[config.mk]
export PLATFORM = sky130hd
export DESIGN_NAME = fir_seq_ctrl
export DESIGN_NICKNAME = d
export VERILOG_FILES = /design/src/rtl/fir_seq_ctrl.sv
export SDC_FILE = /design/constraint.sdc
export NUM_CORES = 2
export LEC_CHECK = 0
export BUFFER_PORTS_ARGS = -buffer_cell sky130_fd_sc_hd__buf_2
export CAP_MARGIN = 10
export CORE_MARGIN = 8
export CORE_UTILIZATION = 45
export CTS_CLUSTER_SIZE = 8
export DETAILED_ROUTE_END_ITERATION = 16
export GPL_TIMING_DRIVEN = 1
export SYNTH_ARGS = -nofsm -noshare
export SYNTH_HDL_FRONTEND = slang
export SYNTH_SLANG_ARGS = --single-unit
[constraint.sdc]
create_clock -name clk -period 7.8 [get_ports clk]
set_input_delay 1.17 -clock clk [delete_from_list [all_inputs] [get_ports clk]]
set_output_delay 1.17 -clock clk [all_outputs]
set_load 0.05 [all_outputs]
[src/rtl/fir_seq_ctrl.sv]
// FIR pass sequencer: walks the coefficient ROM alongside a queue burst,
// multiply-accumulates both channels and emits saturated 16-bit results.
module fir_seq_ctrl #(
    parameter int TAPS   = 1021,
    parameter int ADDR_W = 10,
    parameter int SHIFT  = 15
) (
    input  logic              clk,
    input  logic              rst_n,
    input  logic              sequencing,
    input  logic [15:0]       lft_smpl,
    input  logic [15:0]       rght_smpl,
    input  logic [15:0]       coeff,
    output logic [ADDR_W-1:0] coeff_addr,
    output logic [15:0]       lft_out,
    output logic [15:0]       rght_out,
    output logic              valid,
    output logic              abort
);

    localparam int ACC_W = 32 + $clog2(TAPS);
    localparam logic [ADDR_W-1:0] LAST = ADDR_W'(TAPS - 1);
    localparam logic signed [ACC_W-1:0] MAXV = ACC_W'(32767);
    localparam logic signed [ACC_W-1:0] MINV = ACC_W'(-32768);

    typedef enum logic [1:0] {IDLE, RUN, DRAIN, HOLD} state_t;

    state_t                    state_q, state_d;
    logic [ADDR_W-1:0]         tap_q, tap_d;
    logic                      mac_en_q, issue, clr;
    logic signed [ACC_W-1:0]   acc_l_q, acc_r_q, sum_l, sum_r;
    logic signed [31:0]        prod_l, prod_r;
    logic [15:0]               lft_q, lft_d, rght_q, rght_d;
    logic                      valid_q, valid_d, abort_q, abort_d;

    function automatic logic [15:0] sat16(input logic signed [ACC_W-1:0] v);
        logic signed [ACC_W-1:0] s;
        s = v >>> SHIFT;
        if (s > MAXV)      return 16'h7fff;
        else if (s < MINV) return 16'h8000;
        else               return s[15:0];
    endfunction

    always_comb begin
        prod_l = 32'($signed(lft_smpl)) * 32'($signed(coeff));
        prod_r = 32'($signed(rght_smpl)) * 32'($signed(coeff));
        sum_l  = mac_en_q ? acc_l_q + ACC_W'(prod_l) : acc_l_q;
        sum_r  = mac_en_q ? acc_r_q + ACC_W'(prod_r) : acc_r_q;
    end

    always_comb begin
        state_d = state_q;
        tap_d   = tap_q;
        issue   = 1'b0;
        clr     = 1'b0;
        abort_d = 1'b0;
        valid_d = 1'b0;
        lft_d   = lft_q;
        rght_d  = rght_q;
        unique case (state_q)
            IDLE: begin
                tap_d = '0;
                if (sequencing) begin
                    issue   = 1'b1;
                    clr     = 1'b1;
                    tap_d   = ADDR_W'(1);
                    state_d = RUN;
                end
            end
            RUN: begin
                if (sequencing) begin
                    issue = 1'b1;
                    if (tap_q == LAST) begin
                        tap_d   = '0;
                        state_d = DRAIN;
                    end else begin
                        tap_d = tap_q + ADDR_W'(1);
                    end
                end else begin
                    abort_d = 1'b1;
                    tap_d   = '0;
                    state_d = IDLE;
                end
            end
            DRAIN: begin
                // last product still in flight: fold it in while loading
                tap_d   = '0;
                lft_d   = sat16(sum_l);
                rght_d  = sat16(sum_r);
                valid_d = 1'b1;
                state_d = HOLD;
            end
            HOLD: begin
                tap_d = '0;
                if (!sequencing) state_d = IDLE;
            end
            default: state_d = IDLE;
        endcase
    end

    always_ff @(posedge clk or negedge rst_n) begin
        if (!rst_n) begin
            state_q  <= IDLE;
            tap_q    <= '0;
            mac_en_q <= 1'b0;
            acc_l_q  <= '0;
            acc_r_q  <= '0;
            lft_q    <= '0;
            rght_q   <= '0;
            valid_q  <= 1'b0;
            abort_q  <= 1'b0;
        end else begin
            state_q  <= state_d;
            tap_q    <= tap_d;
            mac_en_q <= issue;
            acc_l_q  <= clr ? '0 : sum_l;
            acc_r_q  <= clr ? '0 : sum_r;
            lft_q    <= lft_d;
            rght_q   <= rght_d;
            valid_q  <= valid_d;
            abort_q  <= abort_d;
        end
    end

    assign coeff_addr = tap_q;
    assign lft_out    = lft_q;
    assign rght_out   = rght_q;
    assign valid      = valid_q;
    assign abort      = abort_q;

endmodule

==> metrics <==
area of the multi-input gates between 20000 and 30000 µm²; DR WL met2 ~40000 µm; post-synth top area share 0.425; Main synth FF type dfrtp_1; ratio of cells with drive above 1 in the final layout 0.195; Via density approximately 5.1; H-Tree Depth 4; Crit Path Category primary input to flip-flop; max-cap violations 0; Root Buffer clkbuf_16; slowest cell delay on critical path 630 ps; Critical path buffers and inverters 7; CTS Hold Bufs 0; top layer in use met5; clock-pin slew on the worst setup and hold paths roughly 80 ps; setup TNS 0 ps; min Tclk post-route ~7600 ps; 1st-iter DRT viols about 1300; Synth Area in Simple Gates 0.153; nature of the critical path endpoint flip-flop; Max clock buf depth 2; post-synthesis sequential area ratio 0.103; period utilisation layout 0.980; CP top delay family adder cells; initial antenna violation count 5; largest net degree at the start of global routing 70; main combinational cell family by area after synthesis adder cells; vias in the first global route between 20000 and 30000; Ys Warns 0; # port buffers 94; register area about 3300 µm²; mux contribution to synthesized area 0.0152; DR pass1 iterations 7; relative slew slack 0.311; maximum operating frequency 131 MHz; core area between 70000 and 80000 µm²; Final GP Congestion 0.908; Post-DP HPWL about 69000 µm; area delta synth->final 19.9%; synthesized area 31900 µm²; signal arrival time at the worst endpoint roughly 8100 ps; Slew @ Worst Pin ~1000 ps; Initial Util 0.455; Mapped Cells about 3400; Met3 Routed Length between 3000 and 4000 µm; FP Rows 97; FFs w/ async S/R, synth 1.00; Overall Global Routing Usage 0.218; Final ANT Viol Nets 0; status completed; Fin. Hold Viols 0; Met1 Wirelength 36700 µm; DIE HEIGHT around 280 µm; Max Slew Vio Count 0; area leader, netlist fa_1; CP required about 8200 ps; DR WL/cell between 15 and 20 µm; Max FO, Critical Path 7; post-synthesis adder-cell area fraction 0.519; Seq cells post-synth 131; clock sinks 131; DRC viols 0; first-pass GRT wire length about 140000 µm; Die Wd roughly 280 µm; syn_nets between 4000 and 5000; final setup fails 0; vias 24600; clock skew ~16 ps; Synth Area in Compound Gates 0.0822; Total Routed Length just over 80000 µm; fillers between 6000 and 7000; grt total ovfl 0; Min-Delay Path Class flip-flop to flip-flop; dominant cells by area after synthesis fa_1 (42%), dfrtp_1 (10%), ha_1 (9.4%); Synth Area per Inst just over 9 µm²; xor/xnor share of the synthesized area 0.0181; Startpoint Class primary input; Post-synth EDFFs 0; Yosys cell types 94; Die Footprint between 70000 and 80000 µm²; I/O pin total 95; Num CTS Buffers 17; nets 4872; TritonCTS clock tree done; clk_lat worst skew ~500 ps; Critical-path top delay cell fa_2
-- cells in the mapped netlist (all sizes together) (5+ instances only) --
cell,n
inv,781
fa,676
nand2,339
ha,240
and2,239
nor2,197
dfrtp,131
clkbuf,118
a21oi,98
o21ai,60
mux2i,46
xnor2,44
nand3,34
nor3,30
a21o,27
or2,27
a211oi,24
buf,22
xor2,22
nand2b,20
o22ai,20
nand4,18
nor2b,16
o32ai,16
o21a,15
o211ai,14
a31oi,13
and3,13
and4,11
nor4,11
or3,10
a2111oi,7
nor3b,7
o2111ai,7
o31ai,7
a21boi,6
a221o,6
a221oi,5
a311oi,5
o21bai,5
-- worst reg2reg max path: stages, from the launching register on --
cell and delay (ps):
dfrtp_1 340, inv_1 70, fa_1 500, inv_1 50, fa_1 520, fa_1 440, fa_1 550, inv_1 50
fa_1 470, inv_1 40, ha_1 320, a21o_1 190, a21o_1 170, a221o_1 420, or3b_4 440, a31o_1 260
mux2i_1 140, or2_2 330, nor4_4 350, and4_4 350, o32ai_1 120
-- state kept, by name (all words and copies together) (netlist names), named ones only --
register / flops
abort: 1
acc_l_q: 42
acc_r_q: 42
coeff_addr: 10
lft_out: 16
mac_en_q: 1
rght_out: 16
state_q: 1
valid: 1
-- kinds of logic (layout without fill, tap and decap cells) --
kind of cell,after synthesis,in the layout
muxes,48,48
other,0,1
DFF,131,131
xor gates and xnor gates,66,66
buffers and inverters,921,1399
AOI/OAI and AO/OA,369,369
and+or+nand+nor,988,989
adders and majority gates,916,916
-- final timing paths --
path,startpoint,to,slack [ps],depth (start not counted)
hold reg to reg,lft_out[15],lft_out[15],480,1
hold / removal,lft_out[15],lft_out[15],480,1
setup / recovery,coeff[3],rght_out[7],150,25
setup reg to reg,acc_l_q[15],lft_out[2],1530,20
max in group asynchronous,rst_n,mac_en_q,5610,2
min in group asynchronous,rst_n,acc_r_q[3],670,1
-- per-layer routing --
layer | track usage | vias up
met2 | 0.362 | 500
li1 | - | 11500
met1 | 0.299 | 12500
met4 | 0.0609 | 8
met5 | 0 | -
met3 | 0.0297 | 109
-- per-stage QoR --
| step | area [µm²] | utilization | hold WS (ps) | worst slack [ps] | instances |
|---|---|---|---|---|---|
| 2_1_floorplan | 31900 | - | 488 | 0.280 | 3439 |
| 3_3_place_gp | 36900 | 0.527 | 465 | -831 | 4804 |
| 3_5_place_dp | 36900 | 0.527 | 465 | -849 | 4804 |
| 4_1_cts | 37500 | 0.536 | 484 | 8.24 | 4836 |
| 5_1_grt | 38200 | 0.546 | 534 | -40.5 | 4859 |
| 6_report | 38200 | 0.546 | 480 | 155 | 4859 |
-- cell usage in the layout, fill, tap and decap left out, types with 84 or more instances in the layout --
cell type and count:
buf_2 84, nor2_1 194, buf_4 458, dfrtp_1 130
ha_1 229, a21oi_1 88, and2_1 237, fa_1 666
nand2_1 336, inv_1 773
-- what timing repair did --
action,in CTS,in global routing
setup buffers,0,19
gates cloned,0,3
pin swaps,2,36
setup endpoints to repair,32,33
resized for setup,14,96
-- cell type report --
class / count / area share
Multi-Input combinational cell: 2388 / 0.669
Timing Repair Buffer: 586 / 0.121
Sequential cell: 131 / 0.0858
Inverter: 781 / 0.0767
Tap cell: 940 / 0.0308
Clock buffer: 17 / 0.0111
Clock inverter: 15 / 0.00481
Antenna cell: 1 / 0.0000655
Power is not shown: default switching activity piles up to over one toggle a cycle in this logic, so the estimate is an artifact.
